## config.mk

```make
export PLATFORM = sky130hd
export DESIGN_NAME = step_decoder
export DESIGN_NICKNAME = d
export VERILOG_FILES = /design/src/rtl/step_decoder_pkg.sv /design/src/rtl/step_decoder_sync2.sv /design/src/rtl/step_decoder.sv
export SDC_FILE = /design/constraint.sdc
export NUM_CORES = 1
export LEC_CHECK = 0
export ABC_AREA = 1
export ABC_CLOCK_PERIOD_IN_PS = 6800
export BUFFER_PORTS_ARGS = -buffer_cell sky130_fd_sc_hd__buf_2
export CAP_MARGIN = 20
export CELL_PAD_IN_SITES_DETAIL_PLACEMENT = 0
export CELL_PAD_IN_SITES_GLOBAL_PLACEMENT = 1
export CORE_MARGIN = 4
export CORE_UTILIZATION = 41
export DETAILED_ROUTE_END_ITERATION = 10
export GPL_TIMING_DRIVEN = 0
export PLACE_DENSITY = 0.78
export SYNTH_ARGS = -nofsm -noshare
export SYNTH_HDL_FRONTEND = slang
export SYNTH_SLANG_ARGS = --single-unit
```

## constraint.sdc

```tcl
create_clock -name clk -period 6.8 [get_ports clk]
set_input_delay 1.7 -clock clk [delete_from_list [all_inputs] [get_ports clk]]
set_output_delay 1.7 -clock clk [all_outputs]
set_load 0.005 [all_outputs]
```

## src/rtl/step_decoder_pkg.sv

```systemverilog
// step_decoder_pkg: shared constants and helpers for the step/dir receive path.
//   POS_W              width of the signed position accumulator
//   DIR_POS            dir level that means "positive step"
//   INTERVAL_W_DEFAULT default width of the step-interval counter
//   pulse_state_e      states of the step pulse-width FSM
//   step_delta()       +1 / -1 increment for a step in the given direction
package step_decoder_pkg;

  localparam int   POS_W              = 64;
  localparam logic DIR_POS            = 1'b1;
  localparam int   INTERVAL_W_DEFAULT = 32;

  typedef enum logic {
    ST_LOW  = 1'b0,
    ST_HIGH = 1'b1
  } pulse_state_e;

  // Two's complement +1 or -1; the caller's add wraps silently at +/-2^63.
  function automatic logic [POS_W-1:0] step_delta(input logic dir);
    return (dir == DIR_POS) ? POS_W'(1) : {POS_W{1'b1}};
  endfunction

endpackage

```

## src/rtl/step_decoder_sync2.sv

```systemverilog
// step_decoder_sync2: two-flop synchronizer for one asynchronous input bit.
//   clk    system clock
//   reset  asynchronous active-high reset, clears both stages
//   d      asynchronous input
//   q      synchronized output (two clk edges after d is sampled)
module step_decoder_sync2 (
  input  logic clk,
  input  logic reset,
  input  logic d,
  output logic q
);

  logic s1_q;
  logic s2_q;

  always_ff @(posedge clk or posedge reset) begin
    if (reset) begin
      s1_q <= 1'b0;
      s2_q <= 1'b0;
    end else begin
      s1_q <= d;
      s2_q <= s1_q;
    end
  end

  assign q = s2_q;

endmodule

```

## src/rtl/step_decoder.sv

```systemverilog
// step_decoder: receive side of a step/dir interface.
//   Synchronizes step_in/dir_in, accumulates a signed 64-bit position,
//   measures the step-to-step interval and flags pulse-width and dir-setup
//   violations.
// Ports:
//   clk, reset           clock, asynchronous active-high reset
//   step_in, dir_in      asynchronous step pulse and direction (1 = positive)
//   set_pos, pos_val     load pos_val into position (wins over a coincident step)
//   clear_err            clear sticky error flags (a new error in that cycle wins)
//   position             signed accumulated position
//   step_seen            one-cycle pulse per accepted step rising edge
//   interval             clk cycles between the last two step rising edges
//   interval_valid       interval holds a real measurement
//   err_short            sticky: a step high time was shorter than MIN_PULSE
//   err_setup            sticky: step rose within DIR_SETUP cycles of a dir change
module step_decoder
  import step_decoder_pkg::*;
#(
  parameter int INTERVAL_W = INTERVAL_W_DEFAULT,
  parameter int MIN_PULSE  = 4,
  parameter int DIR_SETUP  = 2
) (
  input  logic                    clk,
  input  logic                    reset,
  input  logic                    step_in,
  input  logic                    dir_in,
  input  logic                    set_pos,
  input  logic signed [POS_W-1:0] pos_val,
  input  logic                    clear_err,
  output logic signed [POS_W-1:0] position,
  output logic                    step_seen,
  output logic [INTERVAL_W-1:0]   interval,
  output logic                    interval_valid,
  output logic                    err_short,
  output logic                    err_setup
);

  localparam int HC_W = (MIN_PULSE < 1) ? 1 : $clog2(MIN_PULSE + 1);
  localparam int DC_W = (DIR_SETUP < 1) ? 1 : $clog2(DIR_SETUP + 1);
  localparam logic [HC_W-1:0] HC_MAX = HC_W'(MIN_PULSE);
  localparam logic [DC_W-1:0] DC_MAX = DC_W'(DIR_SETUP);

  logic step_s2;
  logic dir_s2;

  step_decoder_sync2 u_sync_step (.clk(clk), .reset(reset), .d(step_in), .q(step_s2));
  step_decoder_sync2 u_sync_dir  (.clk(clk), .reset(reset), .d(dir_in),  .q(dir_s2));

  logic                  step_prev_q, step_prev_d;
  logic                  dir_prev_q,  dir_prev_d;
  logic [POS_W-1:0]      position_q,  position_d;
  logic                  step_seen_q, step_seen_d;
  logic [INTERVAL_W-1:0] ctr_q,       ctr_d;
  logic [INTERVAL_W-1:0] interval_q,  interval_d;
  logic                  valid_q,     valid_d;
  logic                  armed_q,     armed_d;
  logic                  err_short_q, err_short_d;
  logic                  err_setup_q, err_setup_d;
  logic [HC_W-1:0]       high_cnt_q,  high_cnt_d;
  logic [DC_W-1:0]       dir_cnt_q,   dir_cnt_d;
  pulse_state_e          state_q,     state_d;

  logic rise;
  logic fall;
  logic dir_chg;
  logic new_short;
  logic new_setup;

  assign rise    = step_s2 & ~step_prev_q;
  assign fall    = ~step_s2 & step_prev_q;
  assign dir_chg = dir_s2 ^ dir_prev_q;

  always_comb begin
    step_prev_d = step_s2;
    dir_prev_d  = dir_s2;
    position_d  = position_q;
    step_seen_d = rise;
    interval_d  = interval_q;
    valid_d     = valid_q;
    armed_d     = armed_q;
    state_d     = state_q;
    high_cnt_d  = high_cnt_q;
    new_short   = 1'b0;

    // Free-running interval counter, parked at all-ones once saturated.
    ctr_d = (&ctr_q) ? ctr_q : ctr_q + INTERVAL_W'(1);

    // Cycles since the last synchronized dir change. The rise check uses the
    // updated value so a dir change in the rise cycle itself counts as 0.
    if (dir_chg) begin
      dir_cnt_d = '0;
    end else if (dir_cnt_q >= DC_MAX) begin
      dir_cnt_d = dir_cnt_q;
    end else begin
      dir_cnt_d = dir_cnt_q + DC_W'(1);
    end
    new_setup = rise && (dir_cnt_d < DC_MAX);

    // Pulse-width FSM: high_cnt counts synchronized high cycles, including
    // the rise cycle, up to MIN_PULSE.
    case (state_q)
      ST_LOW: begin
        if (rise) begin
          state_d    = ST_HIGH;
          high_cnt_d = HC_W'(1);
        end
      end
      ST_HIGH: begin
        if (fall) begin
          state_d   = ST_LOW;
          new_short = (high_cnt_q < HC_MAX);
        end else if (high_cnt_q < HC_MAX) begin
          high_cnt_d = high_cnt_q + HC_W'(1);
        end
      end
      default: state_d = ST_LOW;
    endcase

    if (rise) begin
      interval_d = (&ctr_q) ? ctr_q : ctr_q + INTERVAL_W'(1);
      ctr_d      = '0;
      // The first rise after reset/set_pos only arms; it has no predecessor.
      if (armed_q) begin
        valid_d = 1'b1;
      end
      armed_d    = 1'b1;
      position_d = position_q + step_delta(dir_s2);
    end

    // A position load overrides any coincident step and restarts timing.
    if (set_pos) begin
      position_d = pos_val;
      armed_d    = 1'b0;
      valid_d    = 1'b0;
      ctr_d      = '0;
    end

    err_short_d = (clear_err ? 1'b0 : err_short_q) | new_short;
    err_setup_d = (clear_err ? 1'b0 : err_setup_q) | new_setup;
  end

  always_ff @(posedge clk or posedge reset) begin
    if (reset) begin
      step_prev_q <= 1'b0;
      dir_prev_q  <= 1'b0;
      position_q  <= '0;
      step_seen_q <= 1'b0;
      ctr_q       <= '0;
      interval_q  <= '0;
      valid_q     <= 1'b0;
      armed_q     <= 1'b0;
      err_short_q <= 1'b0;
      err_setup_q <= 1'b0;
      high_cnt_q  <= '0;
      dir_cnt_q   <= DC_MAX;
      state_q     <= ST_LOW;
    end else begin
      step_prev_q <= step_prev_d;
      dir_prev_q  <= dir_prev_d;
      position_q  <= position_d;
      step_seen_q <= step_seen_d;
      ctr_q       <= ctr_d;
      interval_q  <= interval_d;
      valid_q     <= valid_d;
      armed_q     <= armed_d;
      err_short_q <= err_short_d;
      err_setup_q <= err_setup_d;
      high_cnt_q  <= high_cnt_d;
      dir_cnt_q   <= dir_cnt_d;
      state_q     <= state_d;
    end
  end

  assign position       = position_q;
  assign step_seen      = step_seen_q;
  assign interval       = interval_q;
  assign interval_valid = valid_q;
  assign err_short      = err_short_q;
  assign err_setup      = err_setup_q;

endmodule

```

==> out/metrics.csv, run 1 <==
stage,metric,value,unit
drt,wl_met3,2020,um
drt,wl_met1,20700,um
critical_path,cp.required,7170,ps
placed_design,placedCellCount,2570,
logic_synthesis,seq_area_frac_synth,0.296,
floorplanning,rows,63,
clock_network,clk_transition_reported_paths,70,ps
clock_network,cts_sinks,145,
placed_design,place.gp.congestion,0.957,
timing,final.period_utilization,0.510,
placed_design,io_buffers,169,
timing,hold_viol,0,
drt,wirelength,44400,um
placed_design,hpwl,36300,um
timing,whs,353,ps
timing,layout_min_cycle_time,3470,ps
clock_network,htreeDepth,4,
cells_and_area,fin_nets,2334,
global_route,grt_max_degree,86,
global_route,antenna_found_initial,0,
drt,drtIter0Drc,836,
critical_path,critPathMaxFanout,10,
timing,slew_headroom,0.316,
drt,vias,12900,
drt,firstDrtPassIters,5,
placed_design,pre_cts_slack,2870,ps
timing,skew,14.1,ps
hold_path,holdCritPathClass,flip-flop to flip-flop,
floorplanning,die-area,32700,um^2
logic_synthesis,synth-edff-count,0,
timing,max_freq,288,MHz
cells_and_area,area_growth,16.1,%
drt,viasPerCell,4.94,
outcome,status,finished clean,
floorplanning,core_region_area,29600,um^2
job,drv_cap,0,
critical_path,critPathCaptureType,flip-flop,
logic_synthesis,yosys_most_used_dff,dfrtp_1,
floorplanning,pin_count,170,
logic_synthesis,syn-cell-area,12300,um^2
floorplanning,dieWidth,181,um
drt,ant_nets,0,
logic_synthesis,syn_avg_cell_area,6.10,um^2
clock_network,cts_buffers,17,
power_and_ir_drop,swShare,0.401,
logic_synthesis,synth_nets,2144,
floorplanning,fp.dieH,181,um
power_and_ir_drop,seqPwrFrac,0.324,
global_route,grt.overflow.total,0,
drt,drc,0,
cells_and_area,num_antenna_cells,0,
drt,wl_met2,20700,um
timing,tns,0,ps
critical_path,path_class,input pin to flip-flop,
clock_network,post_cts_buffers,0,
global_route,grt_pass1_wl,68800,um
clock_network,cts_resized,0,
clock_network,cts_tree,done,
timing,drv_slew,0,
critical_path,cp-start-kind,input pin,
logic_synthesis,yosysWarnings,0,
clock_network,clock_latency,450,ps
power_and_ir_drop,p_per_area,220,nW/um^2
logic_synthesis,synth_cells,2009,
power_and_ir_drop,combPwrFrac,0.364,
floorplanning,start_util,0.415,
cells_and_area,final_core_util,0.481,
power_and_ir_drop,vdd_ir_drop_max,0.000187,V
drt,wl_per_cell,17.1,um
cells_and_area,instances_no_fill,2602,
logic_synthesis,synth.distinct_cells,39,
cells_and_area,drive_gt1_frac,0.103,
logic_synthesis,synth_seq_cells,145,
power_and_ir_drop,netSwitchingPower,0.00126,W
logic_synthesis,async_reset_ff_frac,1.00,
global_route,grt_pass1_vias,12300,
power_and_ir_drop,p_clk_frac,0.311,
clock_network,cts_hold_buffers,0,
timing,rsz0062_at_grt,no,
clock_network,cts-root-buf,clkbuf_16,
drt,top_layer,met4,
timing,finalSetupViolations,0,
power_and_ir_drop,p_int,0.00188,W
timing,tightest_slew,1030,ps
cells_and_area,fillers,3217,
clock_network,clock_path_buffers,2,
global_route,grt_util_all_layers,0.270,
critical_path,cp.arrival,3840,ps
power_and_ir_drop,leakagePower,8.28,nW
timing,setup_slack,3330,ps
-- per-layer routing --
layer  track usage  vias to the layer above
li1              -                     6573
met3        0.0332                       60
met2         0.457                      296
met1         0.364                     5932
met5             0                        -
met4        0.0777                        0
-- worst paths after layout --
kind	cells past startpoint	from	slack [ps]	endpoint
setup / recovery	6	set_pos	3330	position[35]$_DFFE_PP0P_
hold / removal	0	u_sync_dir.s1_q$_DFF_PP0_	350	u_sync_dir.q$_DFF_PP0_
setup reg to reg	14	u_sync_dir.q$_DFF_PP0_	3500	position[55]$_DFFE_PP0P_
hold reg to reg	0	u_sync_dir.s1_q$_DFF_PP0_	350	u_sync_dir.q$_DFF_PP0_
max in group asynchronous	3	reset	4590	position[18]$_DFFE_PP0P_
min in group asynchronous	2	reset	1410	u_sync_step.s1_q$_DFF_PP0_
-- cell usage in the layout (no fill, tap or decap), drive strengths merged, types with 24 or more instances in the layout --
master	netlist	final
nand2	797	797
ha	64	64
nand3	103	103
xnor2	29	29
a21oi	71	71
a22o	31	31
clkbuf	23	42
nor3	24	24
o21ai	31	31
inv	402	410
dfrtp	144	144
buf	11	182
nor2	169	169
-- registers in the layout, indices dropped and copies added, names as in the netlist --
signal and flops:
interval 32, dir_prev_q 1, u_sync_dir.s1_q 1, u_sync_dir.q 1, dir_cnt_q 2, err_short 1, u_sync_step.q 1, state_q 1
step_seen 1, armed_q 1, u_sync_step.s1_q 1, step_prev_q 1, high_cnt_q 3, interval_valid 1, err_setup 1, position 64
ctr_q 32
-- critical path, cell delays in order --
cell	delay, ps
buf_2	140
buf_2	390
buf_1	810
buf_1	560
nand2_1	110
nand3_1	110
-- cell usage after synthesis (16+ instances only) --
cell,instances,area share
nor3_1,22,0.0090
o211ai_1,19,0.012
dfrtp_1,144,0.29
nand2_1,795,0.24
xor2_1,19,0.014
xnor2_1,29,0.021
nand3_1,102,0.042
nand4_1,19,0.0097
clkbuf_1,23,0.0070
inv_1,399,0.12
ha_1,64,0.065
o21ai_0,23,0.0094
a22o_1,31,0.022
a31oi_1,16,0.0082
a21oi_1,71,0.029
nor2_1,165,0.051
-- power groups by stage --
stage                     clock [W]  combinational [W]  sequential, W
after floorplan                   0           0.000758        0.00102
after global placement            0            0.00112        0.00103
after detailed placement          0            0.00113        0.00103
after CTS                  0.000990            0.00114        0.00102
after global routing        0.00103            0.00129        0.00103
final                      0.000975            0.00114        0.00102
-- through the flow --
stage | area [um^2] | total power (W)
after floorplan | 12300 | 0.00178
after global placement | 13600 | 0.00215
after detailed placement | 13600 | 0.00217
after CTS | 14200 | 0.00315
after global routing | 14200 | 0.00335
final | 14200 | 0.00313
-- cell families after synthesis --
logic type | after synthesis | share of synthesized area
AND/OR/NAND/NOR | 1134 | 0.375
buffers and inverters | 437 | 0.137
AO/OA/AOI/OAI | 180 | 0.0907
flip-flops | 145 | 0.296
adder cells (fa/ha/maj) | 65 | 0.0670
XOR/XNOR | 48 | 0.0343
-- layout make-up --
| type | instances | area (um^2) | area share |
|---|---|---|---|
| multi-input cells | 1427 | 6940 | 0.488 |
| flip-flops and latches | 145 | 3630 | 0.255 |
| inverters | 403 | 1520 | 0.107 |
| repair buffers | 171 | 893 | 0.0628 |
| well taps | 390 | 488 | 0.0343 |
| clock buffers | 19 | 453 | 0.0318 |
| plain buffers | 34 | 169 | 0.0119 |
| clock inverters | 13 | 138 | 0.00967 |
(Power assumes the default switching activity.)
==> inputs of run 2 (changes only) <==
Settings changed: ABC_AREA 1 to 0, ABC_CLOCK_PERIOD_IN_PS 6800 to 3500, CORE_UTILIZATION 41 to 43.
Clock period 6.8 ns to 3.5 ns, I/O delays scaled along.
==> out/metrics.csv, run 2 <==
stage,metric,value,unit
outcome,status,finished clean,
timing,skew,11.7,ps
drt,drc,0,
cells_and_area,fin_nets,1579,
clock_network,clk_transition_reported_paths,70,ps
floorplanning,core_region_area,22900,um^2
timing,tightest_slew,1070,ps
floorplanning,fp.dieH,162,um
global_route,grt_pass1_vias,9617,
clock_network,clock_path_buffers,2,
logic_synthesis,synth_top_area_cell,dfrtp_1,
timing,hold_viol,0,
power_and_ir_drop,leakagePower,5.69,nW
floorplanning,rows,55,
timing,layout_min_cycle_time,3430,ps
floorplanning,pin_count,170,
placed_design,place.gp.congestion,0.949,
logic_synthesis,synth_cells,1230,
clock_network,htreeDepth,4,
critical_path,cp.arrival,3790,ps
power_and_ir_drop,p_per_area,471,nW/um^2
critical_path,timing.rr.start,u_sync_dir.q$_DFF_PP0_,
logic_synthesis,yosysMostFrequentCell,nand2_1,
logic_synthesis,seq_area_frac_synth,0.358,
global_route,grt_pass1_wl,52600,um
cells_and_area,num_antenna_cells,0,
cells_and_area,layout_common_cells,"buf_2, nand2_1, dfrtp_1",
global_route,antenna_found_initial,2,
critical_path,critPathCaptureType,flip-flop,
timing,max_freq,291,MHz
logic_synthesis,synth.distinct_cells,80,
critical_path,cp-start-kind,flip-flop,
critical_path,reg2reg_to,position[58]$_DFFE_PP0P_,
cells_and_area,area_growth,25.0,%
critical_path,cp-startpoint,u_sync_dir.q$_DFF_PP0_,
drt,wl_met3,2090,um
logic_synthesis,yosysTopAreaCellShare,0.355,
floorplanning,dieWidth,162,um
logic_synthesis,yosysWarnings,0,
drt,firstDrtPassIters,5,
floorplanning,die-area,26100,um^2
critical_path,crit_path_end,position[58]$_DFFE_PP0P_,
drt,viasPerCell,5.59,
timing,rsz0062_at_grt,yes,
critical_path,cp.required,3860,ps
power_and_ir_drop,p_total,0.00598,W
drt,wl_met2,14900,um
logic_synthesis,syn_avg_cell_area,8.24,um^2
timing,finalSetupViolations,0,
placed_design,io_buffers,168,
global_route,grt_max_degree,41,
logic_synthesis,yosys_most_used_dff,dfrtp_1,
logic_synthesis,ys_top_cells_by_count,"nand2_1, dfrtp_1, a21oi_1, nor2_1, o21ai_0",
power_and_ir_drop,vdd_ir_drop_max,0.000301,V
drt,wl_per_cell,18.8,um
logic_synthesis,synth_seq_cells,145,
critical_path,rrSetupSlack,70,ps
critical_path,path_class,flip-flop to flip-flop,
clock_network,cts_tree,done,
critical_path,ff2ff_path_depth,13,
drt,drtIter0Drc,502,
timing,final.period_utilization,0.981,
cells_and_area,final_core_util,0.553,
drt,ant_nets,0,
timing,drv_slew,0,
clock_network,cts-root-buf,clkbuf_16,
drt,vias,9889,
clock_network,clock_latency,430,ps
logic_synthesis,ys_top_cells_by_area,"dfrtp_1, ha_1, a21oi_1",
logic_synthesis,syn-cell-area,10100,um^2
hold_path,holdCritPathClass,flip-flop to flip-flop,
drt,top_layer,met5,
drt,wl_met1,15300,um
job,drv_cap,0,
global_route,grt_util_all_layers,0.253,
critical_path,critPathMaxFanout,11,
clock_network,cts_sinks,145,
clock_network,cts_buffers,17,
global_route,grt.overflow.total,0,
logic_synthesis,synth_nets,1365,
clock_network,cts_hold_buffers,0,
drt,wirelength,33300,um
cells_and_area,largest_reg_flops,64,
logic_synthesis,synth-edff-count,0,
cells_and_area,final_common_cell,buf_2,
timing,slew_headroom,0.286,
placed_design,hpwl,24900,um
cells_and_area,drive_gt1_frac,0.233,
floorplanning,start_util,0.442,
logic_synthesis,async_reset_ff_frac,1.00,
[run 2: changes by cell type after synthesis, sizes merged, moves of 28 or more]
| cell | before | now |
|---|---|---|
| a21oi | 71 | 142 |
| nand2 | 797 | 156 |
| a22o | 31 | 0 |
| nor2 | 169 | 124 |
| a21o | 0 | 28 |
| o21ai | 31 | 133 |
| inv | 402 | 29 |
| nand3 | 103 | 33 |
[run 2: where the power goes]
part           switching (W)  internal, W
Sequential          0.000139      0.00182
Combinational        0.00123     0.000864
Clock               0.000849      0.00108
Total                0.00222      0.00376
[run 2: worst min-delay path by stage]
stage	from	endpoint	slack, ps	depth (start not counted)
after detailed placement	u_sync_dir.s1_q$_DFF_PP0_	u_sync_dir.q$_DFF_PP0_	340	0
final	u_sync_dir.s1_q$_DFF_PP0_	u_sync_dir.q$_DFF_PP0_	350	0
after global placement	u_sync_dir.s1_q$_DFF_PP0_	u_sync_dir.q$_DFF_PP0_	340	0
after global routing	u_sync_dir.s1_q$_DFF_PP0_	u_sync_dir.q$_DFF_PP0_	360	0
after floorplan	u_sync_dir.s1_q$_DFF_PP0_	u_sync_dir.q$_DFF_PP0_	330	0
after CTS	u_sync_dir.s1_q$_DFF_PP0_	u_sync_dir.q$_DFF_PP0_	350	0
[run 2: worst max-delay path, cell delays in order, from the launching register on]
cell	delay [ps]
dfrtp_2	440
clkinvlp_4	120
buf_6	220
ha_4	240
nor2b_1	150
o31a_1	350
o21ai_4	230
nor3b_4	290
o22a_2	270
a21oi_4	100
a31oi_4	240
o21ai_2	120
or4b_1	480
nand3_1	100
[run 2: cells by family after synthesis]
family	Yosys count	share of synthesized area
compound gates	403	0.247
xor+xnor	85	0.0734
fa+ha+maj	65	0.0809
buf+inv	100	0.0400
flops	145	0.358
mux	11	0.0111
simple gates	421	0.189
[run 2: per-layer routing]
| layer | vias up | track usage |
|---|---|---|
| met4 | 4 | 0.0857 |
| li1 | 4835 | - |
| met5 | - | 0 |
| met1 | 4695 | 0.355 |
| met2 | 298 | 0.391 |
| met3 | 57 | 0.0498 |
[run 2: timing repair]
action | CTS | global route
pin swaps | 5 | 22
cloned | 1 | 0
setup buffers | 14 | 9
setup endpoints to repair | 42 | 29
resized for setup | 17 | 57
[run 2: final cells by class]
class | instances | area [um^2]
multi-input combinational | 985 | 6500
tap | 313 | 392
clock inverter | 15 | 169
inverter | 29 | 116
clock buffer | 17 | 425
timing repair inverter | 1 | 7.51
sequential | 145 | 3630
buffer | 69 | 303
fill | 2220 | 10200
timing repair buffer | 196 | 1120
[run 2: stage by stage]
stage                     setup TNS (ps)  hold WS [ps]  cells  setup slack, ps  instance area, um^2
after CTS                              0           353   1762             12.5                12300
after floorplan                    -3750           331   1230             -346                10200
after global placement            -88540           336   1711            -1670                11500
final                                  0           350   1770             66.3                12700
after global routing               -93.4           357   1770            -44.8                12700
after detailed placement          -15080           340   1716             -892                11600
==> inputs of run 3 (changes only) <==
Settings changed: CELL_PAD_IN_SITES_DETAIL_PLACEMENT 0 to not set, CELL_PAD_IN_SITES_GLOBAL_PLACEMENT 1 to not set, CORE_UTILIZATION 43 to 56, PLACE_DENSITY 0.78 to 0.75.
==> out/metrics.csv, run 3 (same netlist as run 2, synthesis figures left out) <==
stage,metric,value,unit
outcome,status,"complete, but fails checks",
outcome,violations,negative setup slack,
critical_path,critPathMaxFanout,5,
global_route,grt_max_degree,42,
cells_and_area,fin_nets,1604,
timing,layout_min_cycle_time,3530,ps
timing,tightest_slew,1030,ps
timing,final.period_utilization,1.01,
global_route,grt_pass1_wl,50500,um
hold_path,holdCritPathClass,flip-flop to flip-flop,
critical_path,cp.required,3800,ps
drt,wl_per_cell,19.6,um
floorplanning,pin_count,170,
job,drv_cap,0,
drt,drtIter0Drc,825,
clock_network,clock_path_buffers,2,
critical_path,critPathCaptureType,flip-flop,
timing,finalSetupViolations,3,
critical_path,ff2ff_path_depth,17,
critical_path,cp_cell_sequence,"clkinvlp_4, buf_12, clkbuf_16, ha_4, nand4_1, buf_4, a211oi_2, o21ai_2, nor3b_4, buf_6, o41a_1, o21bai_4, buf_6, xnor2_2, nor2_1, a21oi_1, o21ai_1",
drt,wirelength,33500,um
power_and_ir_drop,p_per_area,476,nW/um^2
global_route,grt.overflow.total,0,
timing,tns,-44.4,ps
cells_and_area,final_cell_area,12900,um^2
timing,hold_viol,0,
floorplanning,core_region_area,17500,um^2
cells_and_area,area_growth,27.7,%
drt,vias,10300,
clock_network,cts_sinks,145,
timing,setup_slack,-30.8,ps
timing,slew_headroom,0.313,
placed_design,hpwl,23800,um
clock_network,clk_transition_reported_paths,70,ps
critical_path,cp-start-kind,flip-flop,
critical_path,cp_slowest_cell,o41a_1,
drt,firstDrtPassIters,5,
drt,drc,0,
placed_design,placed_area,11400,um^2
drt,viasPerCell,6.03,
critical_path,timing.rr.start,u_sync_dir.q$_DFF_PP0_,
drt,ant_nets,0,
hold_path,holdPathEnd,u_sync_step.q$_DFF_PP0_,
critical_path,crit_top_cell,buf_6,
cells_and_area,final_core_util,0.738,
cells_and_area,largest_reg_flops,64,
hold_path,hold-path-cell-count,0,
timing,skew,13.2,ps
timing,drv_slew,0,
clock_network,clock_latency,430,ps
placed_design,io_buffers,168,
critical_path,critical-path-max-stage-delay,480,ps
power_and_ir_drop,p_total,0.00617,W
critical_path,rrSetupSlack,-30,ps
critical_path,path_class,flip-flop to flip-flop,
floorplanning,dieWidth,143,um
clock_network,cts_buffers,17,
power_and_ir_drop,leakagePower,5.91,nW
placed_design,place.gp.congestion,0.949,
global_route,antenna_found_initial,4,
cells_and_area,layout_common_cells,"buf_2, nand2_1, dfrtp_1",
critical_path,cp.arrival,3830,ps
floorplanning,fp.dieH,143,um
timing,whs,352,ps
clock_network,cts_tree,done,
critical_path,reg2reg_to,position[26]$_DFFE_PP0P_,
floorplanning,start_util,0.578,
clock_network,htreeDepth,4,
floorplanning,rows,48,
clock_network,cts_hold_buffers,0,
floorplanning,die-area,20300,um^2
timing,rsz0062_at_grt,yes,
global_route,grt_pass1_vias,9739,
cells_and_area,fillers,1385,
hold_path,hp-start,u_sync_step.s1_q$_DFF_PP0_,
cells_and_area,drive_gt1_frac,0.258,
cells_and_area,final_common_cell,buf_2,
clock_network,cts-root-buf,clkbuf_16,
global_route,grt_util_all_layers,0.313,
timing,max_freq,283,MHz
power_and_ir_drop,vdd_ir_drop_max,0.000380,V
-- run 3: cell types whose count changed in the layout (fill, tap and decap cells not counted), moves of 3 or more --
cell,change
ha_2,+5
buf_4,+19
a21oi_2,+12
clkbuf_16,+3
clkbuf_4,+5
ha_4,-5
buf_2,-5
inv_8,+4
a21oi_1,-12
o21ai_1,+3
-- run 3: area by class of cell --
type	count	area (um^2)	share of cell area
antenna	1	2.50	0.000193
sequential	145	3630	0.280
tap	225	282	0.0217
timing repair inverter	2	15.0	0.00116
inverter	29	116	0.00899
timing repair buffer	225	1430	0.110
clock buffer	17	425	0.0329
clock inverter	15	204	0.0158
multi-input combinational	985	6550	0.506
buffer	64	295	0.0228
-- run 3: per-layer routing --
layer	vias up	part of all wire	GRT usage
li1	4885	-	-
met1	4873	0.41	0.421
met2	455	0.47	0.503
met3	83	0.082	0.0618
met4	6	0.035	0.120
met5	-	0.00095	0
-- run 3: timing repair --
action / 4_1_cts / 5_1_grt
gates resized for setup: 11 / 96
setup buffers: 15 / 33
cloned: 1 / 5
endpoints found under the setup margin: 42 / 26
pin swaps: 6 / 44
-- run 3: worst max-delay path by stage --
stage | endpoint | slack [ps] | start | depth (start not counted)
3_3_place_gp | position[55]$_DFFE_PP0P_ | -1410 | u_sync_dir.q$_DFF_PP0_ | 13
3_5_place_dp | position[55]$_DFFE_PP0P_ | -740 | u_sync_dir.q$_DFF_PP0_ | 14
6_report | position[26]$_DFFE_PP0P_ | -30 | u_sync_dir.q$_DFF_PP0_ | 17
4_1_cts | position[63]$_DFFE_PP0P_ | 3 | u_sync_dir.q$_DFF_PP0_ | 13
5_1_grt | position[63]$_DFFE_PP0P_ | -160 | u_sync_dir.q$_DFF_PP0_ | 16
2_1_floorplan | position[58]$_DFFE_PP0P_ | -350 | u_sync_dir.q$_DFF_PP0_ | 12
-- run 3: power by group --
group	internal (W)	switching, W	total, W
combinational	0.000936	0.00129	0.00223
sequential	0.00182	0.000130	0.00195
clock	0.00110	0.000887	0.00199
-- run 3: metrics by stage --
step	worst slack, ps	instances
2_1_floorplan	-346	1230
3_5_place_dp	-742	1628
4_1_cts	3.18	1675
5_1_grt	-163	1708
3_3_place_gp	-1410	1623
6_report	-30.8	1708
-- run 3: critical path: cells and delay by family (launching register included) --
kind,cells,cell delay (ps)
simple gates,3,390
buf+inv,6,920
flops,1,420
compound gates,6,1260
fa+ha+maj,1,290
xor+xnor,1,100
